File: config.mk
export PLATFORM = sky130hd
export DESIGN_NAME = esc_pwm_bank
export DESIGN_NICKNAME = d
export VERILOG_FILES = /design/src/rtl/esc_pwm_bank.sv
export SDC_FILE = /design/constraint.sdc
export NUM_CORES = 1
export LEC_CHECK = 0
export BUFFER_PORTS_ARGS = -buffer_cell sky130_fd_sc_hd__buf_2
export CAP_MARGIN = 20
export CELL_PAD_IN_SITES_DETAIL_PLACEMENT = 1
export CELL_PAD_IN_SITES_GLOBAL_PLACEMENT = 2
export CORE_UTILIZATION = 44
export CTS_BUF_LIST = sky130_fd_sc_hd__clkbuf_4 sky130_fd_sc_hd__clkbuf_8
export DETAILED_ROUTE_END_ITERATION = 10
export PLACE_DENSITY_LB_ADDON = 0.1
export SLEW_MARGIN = 40
export SYNTH_ARGS = -nofsm -noshare
export SYNTH_HDL_FRONTEND = slang
export SYNTH_SLANG_ARGS = --single-unit
File: constraint.sdc
create_clock -name clk -period 6.47 [get_ports clk]
set_input_delay 1.294 -clock clk [delete_from_list [all_inputs] [get_ports clk]]
set_output_delay 1.294 -clock clk [all_outputs]
set_load 0.005 [all_outputs]
File: src/rtl/esc_pwm_bank.sv
// -----------------------------------------------------------------------------
// esc_pwm_bank
//
// Four-channel ESC (electronic speed controller) pulse generator. A free-running
// frame counter defines a fixed PWM frame. Each channel emits one pulse per
// frame, starting at cnt = 0, whose width is BASE + 3*speed clock cycles. New
// speeds are written with a single-cycle strobe into shadow registers. They
// take effect only at the next frame boundary, so a pulse already in progress
// is never cut short or stretched. A watchdog forces all channels to the
// speed-0 width (failsafe) after WDOG_FRAMES frames without a write.
//
// Parameters:
//   PERIOD       frame length in clk cycles (must exceed BASE + 6141)
//   BASE         pulse width in clk cycles for speed 0
//   WDOG_FRAMES  consecutive write-less frames before failsafe
//
// Ports:
//   clk          clock, rising edge
//   rst_n        asynchronous active-low reset
//   wrt          single-cycle strobe; the four speed inputs are valid
//   frnt_spd, bck_spd, lft_spd, rght_spd   11-bit unsigned speed commands
//   frnt, bck, lft, rght                   PWM outputs (registered)
//   frame_done   high on the last cycle of every frame (registered)
//   failsafe     high while in FAILSAFE (registered)
// -----------------------------------------------------------------------------
module esc_pwm_bank #(
  parameter int PERIOD      = 1048576,
  parameter int BASE        = 50000,
  parameter int WDOG_FRAMES = 4
) (
  input  logic        clk,
  input  logic        rst_n,
  input  logic        wrt,
  input  logic [10:0] frnt_spd,
  input  logic [10:0] bck_spd,
  input  logic [10:0] lft_spd,
  input  logic [10:0] rght_spd,
  output logic        frnt,
  output logic        bck,
  output logic        lft,
  output logic        rght,
  output logic        frame_done,
  output logic        failsafe
);

  localparam int              CW       = $clog2(PERIOD);
  localparam int              DW       = $clog2(WDOG_FRAMES + 1);
  localparam logic [CW-1:0]   LAST     = CW'(PERIOD - 1);
  localparam logic [15:0]     BASE_W   = 16'(BASE);
  localparam logic [DW-1:0]   WDOG_MAX = DW'(WDOG_FRAMES);

  typedef enum logic [1:0] {IDLE, RUN, FAILSAFE} state_t;

  // Channel index 0..3 = frnt, bck, lft, rght.
  typedef logic [3:0][10:0] spd_vec_t;
  typedef logic [3:0][15:0] width_vec_t;

  state_t           state, state_nxt;
  logic [CW-1:0]    cnt, cnt_nxt;
  logic [DW-1:0]    wdog, wdog_nxt;
  spd_vec_t         shadow, spd_in, spd_src;
  width_vec_t       width, width_nxt;
  logic             wrt_seen;   // a wrt has occurred earlier in this frame
  logic             frame_wrt;  // a wrt occurred anywhere in this frame, incl. now
  logic             boundary;
  logic [3:0]       pwm, pwm_nxt;

  function automatic logic [15:0] speed_to_width(input logic [10:0] spd);
    return BASE_W + ({5'd0, spd} * 16'd3);
  endfunction

  assign spd_in    = {rght_spd, lft_spd, bck_spd, frnt_spd};
  assign boundary  = (cnt == LAST);
  assign cnt_nxt   = boundary ? '0 : cnt + CW'(1);
  assign frame_wrt = wrt_seen | wrt;
  // A write on the boundary cycle itself feeds the new frame directly.
  assign spd_src   = wrt ? spd_in : shadow;

  // NOTE: every signal assigned here gets a default first, so no path leaves
  // it unassigned and no latch is inferred.
  always_comb begin
    state_nxt = state;
    wdog_nxt  = wdog;
    width_nxt = width;
    if (boundary) begin
      unique case (state)
        IDLE: begin
          if (frame_wrt) state_nxt = RUN;
        end
        RUN: begin
          if (frame_wrt) begin
            wdog_nxt = '0;
          end else begin
            wdog_nxt = wdog + DW'(1);
            if (wdog_nxt >= WDOG_MAX) state_nxt = FAILSAFE;
          end
        end
        FAILSAFE: begin
          if (frame_wrt) begin
            state_nxt = RUN;
            wdog_nxt  = '0;
          end
        end
        default: state_nxt = IDLE;
      endcase
      for (int c = 0; c < 4; c++) begin
        width_nxt[c] = (state_nxt == FAILSAFE) ? BASE_W : speed_to_width(spd_src[c]);
      end
    end
  end

  // Outputs are registered, so they are computed from the counter and widths
  // that the next cycle will hold; this keeps each pulse aligned to cnt = 0.
  always_comb begin
    pwm_nxt = '0;
    for (int c = 0; c < 4; c++) begin
      pwm_nxt[c] = (state_nxt != IDLE) && (32'(cnt_nxt) < 32'(width_nxt[c]));
    end
  end

  // NOTE: sequential state uses non-blocking assignments so every flop samples
  // values from before the edge regardless of statement order.
  // NOTE: shadow and width are only a few flops, so they are reset with the
  // rest of the state rather than treated as an unreset storage array.
  always_ff @(posedge clk or negedge rst_n) begin
    if (!rst_n) begin
      cnt        <= '0;
      state      <= IDLE;
      wdog       <= '0;
      shadow     <= '0;
      width      <= '0;
      wrt_seen   <= 1'b0;
      pwm        <= '0;
      frame_done <= 1'b0;
      failsafe   <= 1'b0;
    end else begin
      cnt        <= cnt_nxt;
      state      <= state_nxt;
      wdog       <= wdog_nxt;
      width      <= width_nxt;
      if (wrt) shadow <= spd_in;
      wrt_seen   <= boundary ? 1'b0 : frame_wrt;
      pwm        <= pwm_nxt;
      frame_done <= (cnt_nxt == LAST);
      failsafe   <= (state_nxt == FAILSAFE);
    end
  end

  assign frnt = pwm[0];
  assign bck  = pwm[1];
  assign lft  = pwm[2];
  assign rght = pwm[3];

endmodule

==> impl_results.md, run 1 <==
- Status: finished, final reports clean
- Worst-case clock buffer depth: 2
- Worst hold path class: reg2reg
- Syn nets: 1,194
- Max cap viols: 0
- Layout Nets: 1,249
- Row count: 54
- I/O pins: 53
- Fin. max-slew vios: 0
- Postcts setup bufs: 0
- Synthesized area: 0.00983 mm²
- Avg Cell Area, Syn: 9.56 µm²
- Yosys top cell by area: dfrtp_1
- Unique masters post-synth: 73
- Register area share after synthesis: 35.6%
- Routability cong.: 0.777
- Asr flop ratio synth: 100%
- Max H-tree Level: 4
- Cells after DPL: 1,344
- Initial Util: 44.9%
- Vias: 7,882
- Final hold vios: 0
- 1st-pass router iterations: 4
- Fin crit share: 83.2%
- Data required, critical path: 6.83 ns
- Share of the synthesized area in the top cell type: 35.6%
- Worst Path Arrival: 5.75 ns
- Core area: 0.0219 mm²
- Layout cells sized above 1: 15.0%
- Seq cells post-synth: 140
- Die Area: 0.0230 mm²
- Most common cell in the netlist: dfrtp_1
- Syn-to-layout area delta: 10.8%
- CTS Root Cell: clkbuf_8
- Remaining DRCs: 0
- DR vias/cell: 5.72
- Tmin final: 5.38 ns
- Routed WL per cell: 18.9 µm
- RR Endpoint: pwm[0]
- RSZ-0062 raised after global routing: no
- Worst Reg-to-Reg Cells: 12
- Pwr Density: 234 mW/mm²
- Final global-route overflow total: 0
- Top cells by area, synth: dfrtp_1 (36%), ha_1 (15%), mux2_2 (4.7%)
- R2R setup slack: 2.03 ns
- Worst Path Max Fanout: 18
- PnR worst setup slack: 1.09 ns
- YS warnings: 0
- Vias in the first global route: 8,082
- Hold-fix buffers, CTS: 0
- Critical Path End: pwm[0]
- Total wire length: 26,100 µm
- LEAKAGE: 5.16 nW
- Post-synthesis cell count: 1,029
- Die Y: 152 µm
- Total Neg Setup Slack: 0 ns
- Worst setup EP type: flip-flop
- Fmax: 186 MHz
- Worst vdd ir: 0.113 mV
- Worst slew pin tran: 0.808 ns
- CTS Buf Count: 17
- Die W: 152 µm
- Startpoint types: input pin
- DP Wirelength: 18,900 µm
- Worst slack, placed: 0.592 ns
- Worst Skew: 0.0111 ns
- Post-CTS sizing: 0
- Largest net degree at the start of global routing: 95
- Antenna cells: 0
- Overall power: 2.54 mW
- Final ANT Viol Nets: 0
- Most common library cells after synthesis: dfrtp_1 (140), ha_1 (114), nand2_1 (91)
- Crit path from: wrt
- Clk slew on worst S/H paths: 0.08 ns
- Clock sinks: 140
- First-pass GRT wire length: 42,500 µm
- Final cell count without fillers: 1,377
- Drt first-iter violations: 261
- Initial antenna violation count: 0
- Number of enable flip-flop cells after synthesis: 0
- R2R Path Start: cnt[0]
- Port buffer count: 52
- Worst rel slew slack: 46.0%
- Final setup violation count: 0
- GRT Util Overall: 24.3%
- CTS tree: built
- WS Path Type: in2reg
- Clk_lat worst skew: 0.46 ns
- Predominant post-synthesis flop cell: dfrtp_1
-- cells in the final DEF (no fill, tap or decap), types with 6 or more instances in the layout --
cell type,netlist,routed
dfrtp_1,140,140
ha_1,114,114
nand2_1,91,91
nor2_1,63,63
inv_1,60,60
buf_2,4,51
a21oi_1,46,46
mux2_2,41,41
o21ai_0,31,31
o21a_1,30,30
xnor2_1,32,30
nand3_1,24,24
xor2_1,24,23
nor3_1,22,22
nand4_1,21,21
a21o_1,21,21
clkbuf_8,0,17
o21ai_1,15,15
nor2b_1,13,13
a211oi_1,13,13
and2_1,12,12
nand2b_1,11,11
o31a_1,11,11
o22ai_1,10,10
buf_4,0,10
or3_1,9,9
mux2i_1,8,8
nor4_1,10,8
or2_2,8,8
and3_1,7,7
a22oi_1,7,7
o21bai_1,6,6
o211ai_1,6,6
a211o_1,6,6
-- per-stage QoR --
step	utilization (%)	hold WS (ns)	area, µm²
after floorplan	-	0.419	9830
after global placement	47.7	0.431	10500
after detailed placement	47.9	0.440	10500
after CTS	49.6	0.460	10900
after global routing	49.8	0.470	10900
final	49.8	0.459	10900
-- kinds of logic after synthesis --
group,Yosys count,share of synthesized area (%)
fa+ha+maj,118,15.3
compound gates,263,19.1
simple gates,315,16.1
mux,49,5.51
flops,140,35.6
buf+inv,88,3.41
xor+xnor,56,4.99
-- state kept, by name, indices dropped and copies added, names as in the netlist --
signal      cells
width          64
wdog            3
wrt_seen        1
state           2
frame_done      1
pwm             4
shadow         44
cnt            20
failsafe        1
-- power by group --
group | total [mW] | switching (mW) | leakage (nW) | internal [mW]
clock network | 0.731 | 0.385 | 0.192 | 0.347
logic | 0.893 | 0.522 | 3.36 | 0.372
registers | 0.920 | 0.00988 | 1.61 | 0.910
total | 2.54 | 0.916 | 5.16 | 1.63
-- final cells by class --
| cell class | count | area [µm²] |
|---|---|---|
| clock buffer | 18 | 241 |
| clock inverter | 14 | 146 |
| fill | 2526 | 11000 |
| inverter | 60 | 225 |
| multi-input combinational | 801 | 6030 |
| sequential | 140 | 3500 |
| tap | 280 | 350 |
| timing repair buffer | 64 | 393 |
-- how the worst min path moves through the flow --
stage / from / to / cells after the start
CTS: width[46] / width[46] / 2
global route: width[62] / width[62] / 1
floorplan: width[46] / width[46] / 2
detailed placement: width[46] / width[46] / 2
finish: width[46] / width[46] / 2
global placement: width[47] / width[47] / 2
-- worst max-delay path, stage by stage --
cell	delay [ns]
buf_2	0.33
buf_12	0.22
buf_4	0.25
mux2_2	0.41
ha_1	0.22
fa_1	0.43
nand3_1	0.11
a21oi_1	0.08
a2111oi_0	0.58
o211ai_1	0.26
a311oi_2	0.36
xnor2_1	0.21
a32oi_1	0.14
ha_1	0.34
a21oi_1	0.13
nor2_1	0.05
nor2_1	0.08
nand2_1	0.06
a211oi_1	0.18
-- layer usage --
layer	global-route usage [%]	part of all wire, %	up-vias	routed length (µm)
li1	-	-	3882	-
met1	32.8	49	3895	12900
met2	40.9	47	81	12300
met3	3.29	2.2	24	575
met4	5.99	1.3	0	341
met5	0	0	-	0
Note: power is estimated with default switching activity, not from simulation.
==> run 2, diff against run 1 <==
- CORE_UTILIZATION: 44 -> 37
- clock period: 6.47 -> 4.8 ns (I/O delays scaled with it)
==> impl_results.md, run 2 (synthesis gave the netlist of run 1 again) <==
- Status: finished, final reports clean (unchanged)
- Fmax: 223 MHz
- Port buffer count: 52 (unchanged)
- Total Neg Setup Slack: 0 ns (unchanged)
- Hold-fix buffers, CTS: 0 (unchanged)
- Hold Path End: width[9] (was width[46])
- Max H-tree Level: 4 (unchanged)
- Initial Util: 37.7% (was 44.9%)
- R2R Path Start: shadow[12] (was cnt[0])
- Vias: 8,110 (was 7,882)
- Worst vdd ir: 0.132 mV (was 0.113 mV)
- Postcts setup bufs: 0 (unchanged)
- CTS tree: built (unchanged)
- DP Wirelength: 20,300 µm (was 18,900 µm)
- Worst Path Arrival: 4.85 ns (was 5.75 ns)
- Initial antenna violation count: 0 (unchanged)
- Clock sinks: 140 (unchanged)
- Worst Skew: 0.0235 ns (was 0.0111 ns)
- WS Path Type: in2reg (unchanged)
- Max cap viols: 0 (unchanged)
- CTS Buf Count: 17 (unchanged)
- DR vias/cell: 5.38 (was 5.72)
- Clk_lat worst skew: 0.47 ns (was 0.46 ns)
- Row count: 59 (was 54)
- GRT Util Overall: 21.1% (was 24.3%)
- Syn-to-layout area delta: 17.4% (was 10.8%)
- Commonest non-fill, non-tap cell in the layout: dfrtp_1 (unchanged)
- First-pass GRT wire length: 44,000 µm (was 42,500 µm)
- Hold_sp: width[9] (was width[46])
- Startpoint types: input pin (unchanged)
- Worst slack, placed: -0.168 ns (was 0.592 ns)
- Routability cong.: 0.779 (was 0.777)
- Largest register FFs: 64 (unchanged)
- Antenna cells: 0 (unchanged)
- Final hold vios: 0 (unchanged)
- RSZ-0062 raised after global routing: no (unchanged)
- Worst hold path class: reg2reg (unchanged)
- Worst setup EP type: flip-flop (unchanged)
- Vias in the first global route: 8,350 (was 8,082)
- R2R setup slack: 0.79 ns (was 2.03 ns)
- Final setup violation count: 0 (unchanged)
- DP Area: 0.0111 mm² (was 0.0105 mm²)
- Cells after DPL: 1,478 (was 1,344)
- Routed WL per cell: 17.9 µm (was 18.9 µm)
- Final cell count without fillers: 1,508 (was 1,377)
- Final instance area: 0.0115 mm² (was 0.0109 mm²)
- Tmin final: 4.48 ns
- Layout Nets: 1,327 (was 1,249)
- Largest registers: width x64, shadow x44, cnt x20 (unchanged)
- Fin. max-slew vios: 0 (unchanged)
- Largest net degree at the start of global routing: 85 (was 95)
- Worst slew pin tran: 0.833 ns (was 0.808 ns)
- 1st-pass router iterations: 4 (unchanged)
- Commonest non-fill, non-tap cells in the layout: dfrtp_1 (140), ha_1 (114), nand2_1 (91), buf_4 (89), nor2_1 (62) (was dfrtp_1 (140), ha_1 (114), nand2_1 (91), nor2_1 (63), inv_1 (60))
- Final ANT Viol Nets: 0 (unchanged)
- Final global-route overflow total: 0 (unchanged)
- Worst-case clock buffer depth: 2 (unchanged)
- Die Y: 165 µm (was 152 µm)
- Worst Reg-to-Reg Cells: 16 (was 12)
- Pwr Density: 315 mW/mm² (was 234 mW/mm²)
- Largest Register: width (unchanged)
- Drt first-iter violations: 342 (was 261)
- LEAKAGE: 5.53 nW (was 5.16 nW)
- Worst Path Max Fanout: 24 (was 18)
- Worst rel slew slack: 44.2% (was 46.0%)
- Fin crit share: 93.4%
- Die Area: 0.0272 mm² (was 0.0230 mm²)
- CTS Root Cell: clkbuf_8 (unchanged)
- Remaining DRCs: 0 (unchanged)
- Total wire length: 26,900 µm (was 26,100 µm)
- Post-layout util: 44.3% (was 49.8%)
- Hold path cells: 2 (unchanged)
- Data required, critical path: 5.16 ns (was 6.83 ns)
- Post-CTS sizing: 0 (unchanged)
- Die W: 165 µm (was 152 µm)
- Clk slew on worst S/H paths: 0.09 ns (was 0.08 ns)
- RR Endpoint: pwm[1] (was pwm[0])
- I/O pins: 53 (unchanged)
- Crit path from: wrt (unchanged)
- PnR worst setup slack: 0.318 ns (was 1.09 ns)
- Layout cells sized above 1: 20.9% (was 15.0%)
- Core area: 0.0261 mm² (was 0.0219 mm²)
[run 2: changes by cell type in the layout (fill, tap and decap cells not counted), moves of 2 or more]
cell,previous run,this run
buf_4,10,89
fa_1,4,2
clkinv_4,4,2
fa_2,0,2
clkbuf_8,17,21
[run 2: worst max-delay path: stages]
cell and delay, ns:
buf_2 0.12, buf_12 0.19, mux2_2 0.37, ha_1 0.23, fa_1 0.42, a21oi_1 0.31, o211a_1 0.25, nor3_1 0.06
nor4bb_1 0.30, buf_4 0.17, inv_1 0.04, o41a_1 0.45, ha_1 0.33, a21oi_1 0.14, nor2b_1 0.06, o21ai_0 0.15
nand2_1 0.07, a211oi_1 0.19
[run 2: area by class of cell]
cell class              count  area, µm²
repair buffers            142        957
fillers                  3012      14500
well taps                 335        419
flip-flops and latches    140       3500
clock buffers              20        275
inverters                  60        225
clock inverters            10        116
multi-input cells         801       6050
[run 2: power by group]
group	internal, mW	switching, mW
logic	0.659	0.729
clock network	0.498	0.508
registers	1.23	0.0132
[run 2: worst max-delay path by stage]
stage	to	slack, ns	depth (start not counted)
3_5_place_dp	pwm[1]	-0.17	17
5_1_grt	pwm[3]	0.02	18
2_1_floorplan	pwm[1]	-0.03	19
3_3_place_gp	pwm[2]	-0.12	18
6_report	pwm[2]	0.32	18
4_1_cts	pwm[1]	0.32	17
[run 2: layer usage]
metal,wire (µm),part of all wire (%),track usage (%)
met5,0,0,0
met4,442,1.6,5.63
met3,537,2.0,3.16
met2,13000,48,35.7
met1,13000,48,27.7
[run 2: per-stage QoR]
stage,power [mW],hold slack (ns)
6_report,3.63,0.457
5_1_grt,3.89,0.468
4_1_cts,3.69,0.459
3_5_place_dp,2.66,0.440
3_3_place_gp,2.64,0.431
2_1_floorplan,2.19,0.419
